<file path="config.mk">
export PLATFORM = sky130hd
export DESIGN_NAME = reg_bank_operand_file_flat
export DESIGN_NICKNAME = d
export VERILOG_FILES = /design/src/rtl/reg_bank_pkg.sv /design/src/rtl/reg_bank_operand_file_if.sv /design/src/rtl/reg_bank_scoreboard.sv /design/src/rtl/reg_bank_operand_file.sv /design/src/flat_wrapper.sv
export SDC_FILE = /design/constraint.sdc
export NUM_CORES = 2
export LEC_CHECK = 0
export CORE_UTILIZATION = 40
export DETAILED_ROUTE_END_ITERATION = 12
export PLACE_DENSITY = 0.55
export SLEW_MARGIN = 5
export SYNTH_ARGS = -nofsm -noshare
export SYNTH_HDL_FRONTEND = slang
export SYNTH_SLANG_ARGS = --single-unit
</file>
<file path="constraint.sdc">
create_clock -name reg_clk -period 7.4 [get_ports reg_clk]
set_input_delay 1.11 -clock reg_clk [delete_from_list [all_inputs] [get_ports reg_clk]]
set_output_delay 1.11 -clock reg_clk [all_outputs]
set_load 0.02 [all_outputs]
</file>
<file path="src/rtl/reg_bank_pkg.sv">
// -----------------------------------------------------------------------------
// reg_bank_pkg
// Shared types and constants for the register-bank operand-fetch slice.
//   XLEN        : register data width
//   REG_ADDR_W  : register address width
//   NREG        : number of architectural integer registers
//   ZERO_REG    : hardwired-zero register address (x0)
//   operand_bundle_t : registered {rs_1_data, rs_2_data} output bundle
// No ports (package).
// -----------------------------------------------------------------------------
package reg_bank_pkg;

   localparam int XLEN       = 32;
   localparam int REG_ADDR_W = 5;
   localparam int NREG       = 32;

   typedef logic [XLEN-1:0]       xlen_t;
   typedef logic [REG_ADDR_W-1:0] reg_addr_t;

   localparam reg_addr_t ZERO_REG = 5'd0;

   typedef struct packed {
      xlen_t rs_1_data;
      xlen_t rs_2_data;
   } operand_bundle_t;

   // True for every register that holds state (anything other than x0).
   function automatic logic is_arch_reg(input reg_addr_t addr);
      return (addr != ZERO_REG);
   endfunction

endpackage

</file>
<file path="src/rtl/reg_bank_operand_file_if.sv">
// -----------------------------------------------------------------------------
// reg_bank_operand_file_if
// Bundles the issue request, operand output handshake, writeback bus and
// scoreboard visibility of the operand-fetch stage.
//   master : upstream issue logic / writeback source / operand consumer
//   slave  : the reg_bank_operand_file stage
// Signals:
//   iss_valid/iss_ready           issue handshake
//   rs_1/rs_2/rd _addr, _used     instruction register fields
//   op_valid/op_ready             operand bundle handshake
//   rs_1_data/rs_2_data           operand values
//   wb_valid/wb_addr/wb_data      writeback port
//   busy_vec                      scoreboard bits (bit 0 always 0)
// -----------------------------------------------------------------------------
interface reg_bank_operand_file_if;
   import reg_bank_pkg::*;

   logic      iss_valid;
   logic      iss_ready;
   reg_addr_t rs_1_addr;
   reg_addr_t rs_2_addr;
   reg_addr_t rd_addr;
   logic      rs_1_used;
   logic      rs_2_used;
   logic      rd_used;
   logic      op_valid;
   logic      op_ready;
   xlen_t     rs_1_data;
   xlen_t     rs_2_data;
   logic      wb_valid;
   reg_addr_t wb_addr;
   xlen_t     wb_data;
   logic [NREG-1:0] busy_vec;

   modport master (
      output iss_valid, rs_1_addr, rs_2_addr, rd_addr,
             rs_1_used, rs_2_used, rd_used, op_ready,
             wb_valid, wb_addr, wb_data,
      input  iss_ready, op_valid, rs_1_data, rs_2_data, busy_vec
   );

   modport slave (
      input  iss_valid, rs_1_addr, rs_2_addr, rd_addr,
             rs_1_used, rs_2_used, rd_used, op_ready,
             wb_valid, wb_addr, wb_data,
      output iss_ready, op_valid, rs_1_data, rs_2_data, busy_vec
   );

endinterface

</file>
<file path="src/rtl/reg_bank_scoreboard.sv">
// -----------------------------------------------------------------------------
// reg_bank_scoreboard
// One busy bit per register marking an outstanding writeback. Produces the
// RAW/WAW hazard for the instruction currently presented for issue.
// Ports:
//   clk_i, rst_i             clock, synchronous active-high reset
//   issue_i                  issue handshake fires this cycle
//   rs_1/rs_2 _used_i/_addr_i/_byp_i   source fields and bypass hits
//   rd_used_i, rd_addr_i     destination field
//   wb_valid_i, wb_addr_i    writeback clearing a busy bit
//   hazard_o                 issue must stall
//   busy_vec_o               current busy bits (bit 0 always 0)
// -----------------------------------------------------------------------------
module reg_bank_scoreboard
   import reg_bank_pkg::*;
(
   input  logic            clk_i,
   input  logic            rst_i,
   input  logic            issue_i,
   input  logic            rs_1_used_i,
   input  reg_addr_t       rs_1_addr_i,
   input  logic            rs_1_byp_i,
   input  logic            rs_2_used_i,
   input  reg_addr_t       rs_2_addr_i,
   input  logic            rs_2_byp_i,
   input  logic            rd_used_i,
   input  reg_addr_t       rd_addr_i,
   input  logic            wb_valid_i,
   input  reg_addr_t       wb_addr_i,
   output logic            hazard_o,
   output logic [NREG-1:0] busy_vec_o
);

   localparam logic [NREG-1:0] ONE_HOT_0 = {{(NREG-1){1'b0}}, 1'b1};

   logic [NREG-1:0] busy_q;
   logic [NREG-1:0] busy_d;
   logic [NREG-1:0] set_mask_s;
   logic [NREG-1:0] clr_mask_s;

   // Busy-bit next state: clear on writeback, then set on issue so set wins.
   always_comb begin
      clr_mask_s = (wb_valid_i && is_arch_reg(wb_addr_i))
                   ? (ONE_HOT_0 << wb_addr_i) : {NREG{1'b0}};
      set_mask_s = (issue_i && rd_used_i && is_arch_reg(rd_addr_i))
                   ? (ONE_HOT_0 << rd_addr_i) : {NREG{1'b0}};
      // x0 can never become busy.
      busy_d     = ((busy_q & ~clr_mask_s) | set_mask_s) & ~ONE_HOT_0;
   end

   // Busy-bit register.
   always_ff @(posedge clk_i) begin
      if (rst_i) begin
         busy_q <= {NREG{1'b0}};
      end else begin
         busy_q <= busy_d;
      end
   end

   // Hazard: a source waits unless the same-cycle writeback feeds it; the
   // destination waits regardless (one outstanding write per register).
   always_comb begin
      hazard_o = (rs_1_used_i && busy_q[rs_1_addr_i] && !rs_1_byp_i) ||
                 (rs_2_used_i && busy_q[rs_2_addr_i] && !rs_2_byp_i) ||
                 (rd_used_i   && busy_q[rd_addr_i]);
   end

   assign busy_vec_o = busy_q;

endmodule

</file>
<file path="src/rtl/reg_bank_operand_file.sv">
// -----------------------------------------------------------------------------
// reg_bank_operand_file
// 32 x XLEN architectural register file (x0 reads zero) with busy-bit
// scoreboard and a registered valid/ready operand output stage.
// Ports:
//   reg_clk  clock, all state on rising edge
//   reg_rst  synchronous active-high reset
//   rb_if    reg_bank_operand_file_if.slave (issue, operands, writeback,
//            busy_vec)
// Configuration macro:
//   REG_BANK_WB_BYPASS_EN  when defined, a same-cycle writeback forwards
//                          wb_data to a matching source and cancels its RAW
//                          stall; when undefined, operands come from the
//                          array only.
// -----------------------------------------------------------------------------
module reg_bank_operand_file
   import reg_bank_pkg::*;
(
   input  logic                   reg_clk,
   input  logic                   reg_rst,
   reg_bank_operand_file_if.slave rb_if
);

   xlen_t           regs_q [NREG];
   operand_bundle_t bundle_q;
   operand_bundle_t bundle_d;
   logic            op_valid_q;
   logic            op_valid_d;

   logic            byp_1_s;
   logic            byp_2_s;
   logic            hazard_s;
   logic            iss_ready_s;
   logic            issue_s;
   logic            wr_en_s;
   xlen_t           src_1_s;
   xlen_t           src_2_s;
   logic [NREG-1:0] busy_vec_s;

`ifdef REG_BANK_WB_BYPASS_EN
   assign byp_1_s = rb_if.wb_valid && (rb_if.wb_addr == rb_if.rs_1_addr) &&
                    is_arch_reg(rb_if.wb_addr);
   assign byp_2_s = rb_if.wb_valid && (rb_if.wb_addr == rb_if.rs_2_addr) &&
                    is_arch_reg(rb_if.wb_addr);
`else
   assign byp_1_s = 1'b0;
   assign byp_2_s = 1'b0;
`endif

   assign wr_en_s     = rb_if.wb_valid && is_arch_reg(rb_if.wb_addr);
   // No path from op_ready to op_valid: op_ready only gates acceptance here.
   assign iss_ready_s = !hazard_s && (!op_valid_q || rb_if.op_ready);
   assign issue_s     = rb_if.iss_valid && iss_ready_s;

   reg_bank_scoreboard u_scoreboard (
      .clk_i       (reg_clk),
      .rst_i       (reg_rst),
      .issue_i     (issue_s),
      .rs_1_used_i (rb_if.rs_1_used),
      .rs_1_addr_i (rb_if.rs_1_addr),
      .rs_1_byp_i  (byp_1_s),
      .rs_2_used_i (rb_if.rs_2_used),
      .rs_2_addr_i (rb_if.rs_2_addr),
      .rs_2_byp_i  (byp_2_s),
      .rd_used_i   (rb_if.rd_used),
      .rd_addr_i   (rb_if.rd_addr),
      .wb_valid_i  (rb_if.wb_valid),
      .wb_addr_i   (rb_if.wb_addr),
      .hazard_o    (hazard_s),
      .busy_vec_o  (busy_vec_s)
   );

   // Operand select: unused field or x0 gives 0, else bypass or array.
   always_comb begin
      src_1_s = (!rb_if.rs_1_used || !is_arch_reg(rb_if.rs_1_addr)) ? {XLEN{1'b0}}
              : (byp_1_s ? rb_if.wb_data : regs_q[rb_if.rs_1_addr]);
      src_2_s = (!rb_if.rs_2_used || !is_arch_reg(rb_if.rs_2_addr)) ? {XLEN{1'b0}}
              : (byp_2_s ? rb_if.wb_data : regs_q[rb_if.rs_2_addr]);
   end

   // Output stage next state: load on issue, drop valid on consume, else hold.
   always_comb begin
      bundle_d   = bundle_q;
      op_valid_d = op_valid_q;
      if (issue_s) begin
         op_valid_d         = 1'b1;
         bundle_d.rs_1_data = src_1_s;
         bundle_d.rs_2_data = src_2_s;
      end else if (rb_if.op_ready) begin
         op_valid_d = 1'b0;
      end else begin
         op_valid_d = op_valid_q;
      end
   end

   // Output stage registers.
   always_ff @(posedge reg_clk) begin
      if (reg_rst) begin
         op_valid_q <= 1'b0;
         bundle_q   <= '{rs_1_data: {XLEN{1'b0}}, rs_2_data: {XLEN{1'b0}}};
      end else begin
         op_valid_q <= op_valid_d;
         bundle_q   <= bundle_d;
      end
   end

   // Register array; x0 is never written so it stays zero.
   always_ff @(posedge reg_clk) begin
      if (reg_rst) begin
         for (int i = 0; i < NREG; i++) begin
            regs_q[i] <= {XLEN{1'b0}};
         end
      end else if (wr_en_s) begin
         regs_q[rb_if.wb_addr] <= rb_if.wb_data;
      end
   end

   assign rb_if.iss_ready = iss_ready_s;
   assign rb_if.op_valid  = op_valid_q;
   assign rb_if.rs_1_data = bundle_q.rs_1_data;
   assign rb_if.rs_2_data = bundle_q.rs_2_data;
   assign rb_if.busy_vec  = busy_vec_s;

endmodule
</file>
<file path="src/flat_wrapper.sv">
// flat-port wrapper written by rule: the top's interface ports become plain ports
module reg_bank_operand_file_flat import reg_bank_pkg::*;
  (reg_clk, reg_rst, rb_if_iss_valid, rb_if_rs_1_addr, rb_if_rs_2_addr, rb_if_rd_addr, rb_if_rs_1_used, rb_if_rs_2_used, rb_if_rd_used, rb_if_op_ready, rb_if_wb_valid, rb_if_wb_addr, rb_if_wb_data, rb_if_iss_ready, rb_if_op_valid, rb_if_rs_1_data, rb_if_rs_2_data, rb_if_busy_vec);
  reg_bank_operand_file_if rb_if_i ();
  input  logic reg_clk;
  input  logic reg_rst;
  input wire logic [$bits(rb_if_i.iss_valid)-1:0] rb_if_iss_valid;
  input wire logic [$bits(rb_if_i.rs_1_addr)-1:0] rb_if_rs_1_addr;
  input wire logic [$bits(rb_if_i.rs_2_addr)-1:0] rb_if_rs_2_addr;
  input wire logic [$bits(rb_if_i.rd_addr)-1:0] rb_if_rd_addr;
  input wire logic [$bits(rb_if_i.rs_1_used)-1:0] rb_if_rs_1_used;
  input wire logic [$bits(rb_if_i.rs_2_used)-1:0] rb_if_rs_2_used;
  input wire logic [$bits(rb_if_i.rd_used)-1:0] rb_if_rd_used;
  input wire logic [$bits(rb_if_i.op_ready)-1:0] rb_if_op_ready;
  input wire logic [$bits(rb_if_i.wb_valid)-1:0] rb_if_wb_valid;
  input wire logic [$bits(rb_if_i.wb_addr)-1:0] rb_if_wb_addr;
  input wire logic [$bits(rb_if_i.wb_data)-1:0] rb_if_wb_data;
  output wire logic [$bits(rb_if_i.iss_ready)-1:0] rb_if_iss_ready;
  output wire logic [$bits(rb_if_i.op_valid)-1:0] rb_if_op_valid;
  output wire logic [$bits(rb_if_i.rs_1_data)-1:0] rb_if_rs_1_data;
  output wire logic [$bits(rb_if_i.rs_2_data)-1:0] rb_if_rs_2_data;
  output wire logic [$bits(rb_if_i.busy_vec)-1:0] rb_if_busy_vec;
  assign rb_if_i.iss_valid = rb_if_iss_valid;
  assign rb_if_i.rs_1_addr = rb_if_rs_1_addr;
  assign rb_if_i.rs_2_addr = rb_if_rs_2_addr;
  assign rb_if_i.rd_addr = rb_if_rd_addr;
  assign rb_if_i.rs_1_used = rb_if_rs_1_used;
  assign rb_if_i.rs_2_used = rb_if_rs_2_used;
  assign rb_if_i.rd_used = rb_if_rd_used;
  assign rb_if_i.op_ready = rb_if_op_ready;
  assign rb_if_i.wb_valid = rb_if_wb_valid;
  assign rb_if_i.wb_addr = rb_if_wb_addr;
  assign rb_if_i.wb_data = rb_if_wb_data;
  assign rb_if_iss_ready = rb_if_i.iss_ready;
  assign rb_if_op_valid = rb_if_i.op_valid;
  assign rb_if_rs_1_data = rb_if_i.rs_1_data;
  assign rb_if_rs_2_data = rb_if_i.rs_2_data;
  assign rb_if_busy_vec = rb_if_i.busy_vec;
  reg_bank_operand_file u_core (.reg_clk(reg_clk), .reg_rst(reg_rst), .rb_if(rb_if_i));
endmodule
</file>
# == Yosys cells after proc, flatten, opt, wreduce, memory -nomap -nowiden ==
# Memory sizes are Yosys's and may differ from the RTL's.
# Index checks and enable logic that the tools add are counted.
# word_totals
ramBits,1024
ff_bits,97
mem_count,1
output_inout_bits,98
# mem_list
memory,depth,width,rd,rd_clocked_by_memory_dff,wr,line,text
u_core.regs_q,32,32,2,0,32,reg_bank_operand_file.sv:24,xlen_t regs_q [NREG];
# op_classes
shift,2
bitwise_logic,3
muxes,20
n_lt_le_gt_ge,3
n_reduce_logical,25
# op_table
cell,count
32-bit 2-to-1 mux,5
"1-bit by 5-bit << shifter with 32-bit output, first input constant",2
32-bit AND,1
32-bit inverter,1
32-bit OR,1
32-bit OR reduction,1
5-bit nonzero test,4
"5-bit by 6-bit < comparator with 1-bit output, second input constant",3
1-bit binary-select mux with 5-bit select,3
1-bit 2-to-1 mux,11
1-bit logical AND,8
1-bit zero test,6
1-bit logical OR,5
5-bit 2-to-1 mux,1
2-bit nonzero test,1

# == Longest topological paths before layout ==
# depth
depth_word,12
mapped_depth,11
mapped_depth_nobuf,6

# == By module ==
# A second synthesis with hierarchy kept.
# hier_totals
cells_unflattened,4107
hier_area_um2,58574.9
# modules_own_cells
module,cells_each,seq_area_each_um2,area_each_um2,n_inst
reg_bank_operand_file,3857,32050.7,56442.9,1
reg_bank_scoreboard,250,620.6,2132.0,1

# == Worst setup path before layout ==
# No wires, ideal clock.
# synth_path
path_type,input to output
from,input port rb_if_rd_addr[0]
to,output port rb_if_iss_ready
t_arrival_ns,2.767
setup_slack_ns,3.523
n_path_buf,1
path_stages,6
path_cell_list,buf_2 -> mux4_2 -> and3_1 -> o41ai_1 -> o32a_2 -> and3_1
# synth_between
elab_chain_cells,6
# synth_rtl
element,line,text
start: declaration,flat_wrapper.sv:10,input wire logic [$bits(rb_if_i.rd_addr)-1:0] rb_if_rd_addr;
1-bit binary-select mux with 5-bit select,reg_bank_scoreboard.sv:65,(rd_used_i && busy_q[rd_addr_i]);
1-bit 2-to-1 mux (not written as such),reg_bank_scoreboard.sv:65,
1-bit logical AND,reg_bank_scoreboard.sv:65,
1-bit logical OR,reg_bank_scoreboard.sv:64,(rs_2_used_i && busy_q[rs_2_addr_i] && !rs_2_byp_i) ||
1-bit zero test,reg_bank_operand_file.sv:52,assign iss_ready_s = !hazard_s && (!op_valid_q || rb_if.op_ready);
1-bit logical AND,reg_bank_operand_file.sv:52,
end: declaration,flat_wrapper.sv:18,output wire logic [$bits(rb_if_i.iss_ready)-1:0] rb_if_iss_ready;
# Every way passes these cells. The select of a mux whose other input is x is not followed.

# == Worst setup path in the final report ==
# Same ends and word-level chain as after synthesis.

==> flow_metrics.env <==
export IMPL_outcome="complete, no violations"
export IMPL_cp_start_kind="input port"
export IMPL_yosys_warnings=0
export IMPL_grt_max_degree=132
export IMPL_hold_class="register to register"
export IMPL_initial_core_util_pct=40.5
export IMPL_cp_required_ns=6.29
export IMPL_synthCells=4121
export IMPL_grt_overflow=0
export IMPL_critical_path_class="input port to output pin"
export IMPL_cts_resized=0
export IMPL_dpl_hpwl_um=124000
export IMPL_port_buffers=156
export IMPL_endpoint_kind="output pin"
export IMPL_antenna_found_initial=29
export IMPL_maxCapViolations=0
export IMPL_fin_crit_ns=5.44
export IMPL_crit_path_top_delay_cell="clkdlybuf4s50_1"
export IMPL_synthTopCellsByCount="edfxtp_1 (1,024), and2_1 (998), mux4_2 (441)"
export IMPL_finalCritPeriodShare_pct=73.4
export IMPL_crit_chain="clkdlybuf4s50_1, mux4_2, and3_1, o41ai_1, o32a_2, and3_1, clkdlybuf4s50_1"
export IMPL_setup_violations=0
export IMPL_num_fill_cells=12817
export IMPL_postCtsSetupRepairBufs=0
export IMPL_ys_seq_elements=1120
export IMPL_ys_types=53
export IMPL_ir_worst_vdd_mv=0.189
export IMPL_crit_fanout=17
export IMPL_rows=140
export IMPL_clock_sinks=1120
export IMPL_via_count=39192
export IMPL_die_x_um=387
export IMPL_synthTopCellsByArea="edfxtp_1 (52%), mux4_2 (17%), and2_1 (11%)"
export IMPL_drcViolationCount=0
export IMPL_setup_tns_final_ns=0
export IMPL_synth_edff_count=1024
export IMPL_ys_flop_type="edfxtp_1"
export IMPL_crit_arrival_ns=4.33
export IMPL_io_pins=158
export IMPL_tightest_slew_ns=1.33
export IMPL_ant_nets=0
export IMPL_skew_ns=0.0254
export IMPL_yosysSeqAreaShare_pct=55.1
export IMPL_htree_levels=4
export IMPL_drive_gt1_share_pct=19.5
export IMPL_leakagePower_nw=23.1
export IMPL_synth_avg_cell_area_um2=14.4
export IMPL_die_h_um=387
export IMPL_multi_input_area_um2=25100
export IMPL_cts_made_buffers=134
export IMPL_synth_top_area_cell="edfxtp_1"
export IMPL_drtPass1Iterations=6
export IMPL_fmax_mhz=184
export IMPL_path_buf_inv=2
export IMPL_grt_pass1_wl_um=310000
export IMPL_insertion_delay_ns=0.77
export IMPL_cts_hold_buf=0
export IMPL_die_area_um2=150000
export IMPL_coreArea_um2=146000
export IMPL_netlist_area_leader_share_pct=51.9
export IMPL_clkSlewWorstSetupHoldPaths_ns=0.05
export IMPL_hold_viol_final=0
export IMPL_finalMaxSlewViolations=0
export IMPL_finalWeightedCongestion=0.872
export IMPL_pwr_density_cell_nw_per_um2=233
export IMPL_area_delta_synth_final_pct=12.8
export IMPL_regArea_um2=32700
export IMPL_yosysMostFrequentCell="edfxtp_1"
export IMPL_critPathMaxStageDelay_ns=0.96
export IMPL_syn_area_um2=59300
export IMPL_hold_slack_ns=0.474
export IMPL_rsz0062_at_grt="no"
export IMPL_routed_wl_um=227000
export IMPL_avgRoutedWirePerCell_um=36.8
export IMPL_fin_nets=4183
export IMPL_dr_first_iter_drc_count=5616
export IMPL_async_flop_share_pct=0
export IMPL_via_per_inst=6.37
export IMPL_grt_pass1_vias=38465
export IMPL_track_usage_pct=29.9
export IMPL_path_delay_family="buffers and inverters"
export IMPL_clk_root_buffer_cell="clkbuf_16"
export IMPL_maxSlewHeadroom_pct=11.2
export IMPL_clockBufferDepth=3
export IMPL_cts_tree="built"
-- tightest hold or removal path, cell delays in order (launching register included) --
cell,delay [ns]
dfxtp_1,0.31
nand2b_1,0.06
mux2i_1,0.06
-- power breakdown --
group,internal [mW],switching (mW)
clock,3.59,2.69
combinational,0.740,1.11
sequential,7.25,0.180
-- layout by cell type, fill, tap and decap left out, types with 5 or more instances in the layout --
cell type | netlist | final
nand2b_1 | 97 | 95
clkbuf_1 | 325 | 48
nor3_1 | 39 | 35
o22ai_1 | 83 | 83
nand2_1 | 28 | 28
a21o_2 | 0 | 22
nand3b_1 | 5 | 5
clkdlybuf4s50_1 | 0 | 145
clkinv_1 | 0 | 18
mux2i_1 | 381 | 381
and3_1 | 7 | 6
nand3_1 | 30 | 30
mux4_2 | 441 | 441
diode_2 | 0 | 13
buf_4 | 14 | 108
and2_1 | 998 | 998
nor2b_1 | 11 | 10
mux2_2 | 10 | 10
a21oi_1 | 74 | 74
nor2_4 | 0 | 25
inv_6 | 0 | 8
edfxtp_1 | 1024 | 1024
inv_1 | 35 | 26
nor2_1 | 33 | 8
clkbuf_16 | 0 | 139
o21ai_0 | 32 | 32
or3_1 | 10 | 10
conb_1 | 1 | 33
clkinv_2 | 0 | 16
a22oi_1 | 26 | 26
o221ai_1 | 130 | 130
buf_12 | 0 | 5
dfxtp_1 | 96 | 96
clkbuf_8 | 0 | 8
nor3b_1 | 38 | 34
-- final timing paths --
check | from | end | slack (ns) | depth (start not counted)
min reg2reg | u_core.rb_if.rs_2_data[5] | u_core.rb_if.rs_2_data[5] | 0.47 | 2
max reg2reg | u_core.u_scoreboard.busy_vec_o[23] | u_core.rb_if.rs_1_data[14] | 4.01 | 7
min | u_core.rb_if.rs_2_data[5] | u_core.rb_if.rs_2_data[5] | 0.47 | 2
max | rb_if_rd_addr[0] | rb_if_iss_ready | 1.96 | 7
-- sequential cells by signal (all words and copies together), names as in the netlist --
register                        flops
u_core.regs_q                    1024
u_core.rb_if.rs_1_data             32
u_core.u_scoreboard.busy_vec_o     31
u_core.rb_if.op_valid               1
u_core.rb_if.rs_2_data             32
-- layer usage --
metal / global-route usage [%] / vias to the layer above / share of wire (%)
met5: 0 / - / 0.030
met3: 5.18 / 529 / 9.3
li1: - / 15806 / -
met1: 39.8 / 20479 / 39
met4: 12.0 / 10 / 4.1
met2: 48.5 / 2368 / 48
-- logic make-up (layout without fill, tap and decap cells) --
family | Yosys count | in the layout | share of synthesized area [%]
AOI/OAI and AO/OA | 393 | 393 | 4.72
muxes | 832 | 832 | 23.4
and+or+nand+nor | 1309 | 1309 | 13.5
DFF | 1120 | 1120 | 55.1
other | 1 | 46 | 0.00633
buffers and inverters | 466 | 538 | 3.24
-- through the flow --
stage / setup WS (ns) / power, mW / cell area [um2] / util, % / std cells
floorplan: 3.52 / 8.65 / 59400 / - / 4153
global placement: 1.93 / 9.37 / 62800 / 42.9 / 5904
detailed placement: 2.02 / 9.39 / 62800 / 42.9 / 5904
CTS: 1.98 / 15.6 / 66800 / 45.6 / 6142
global route: 1.83 / 15.9 / 66800 / 45.6 / 6146
finish: 1.96 / 15.6 / 66800 / 45.6 / 6155
-- cell type report --
type / count / area share (%)
sequential: 1120 / 48.9
multi-input combinational: 2567 / 37.5
clock buffer: 194 / 5.62
timing repair buffer: 265 / 3.66
tap: 1917 / 3.59
clock inverter: 44 / 0.457
inverter: 35 / 0.208
antenna: 13 / 0.0487
No activity file was read; power rests on OpenSTA's default activity.
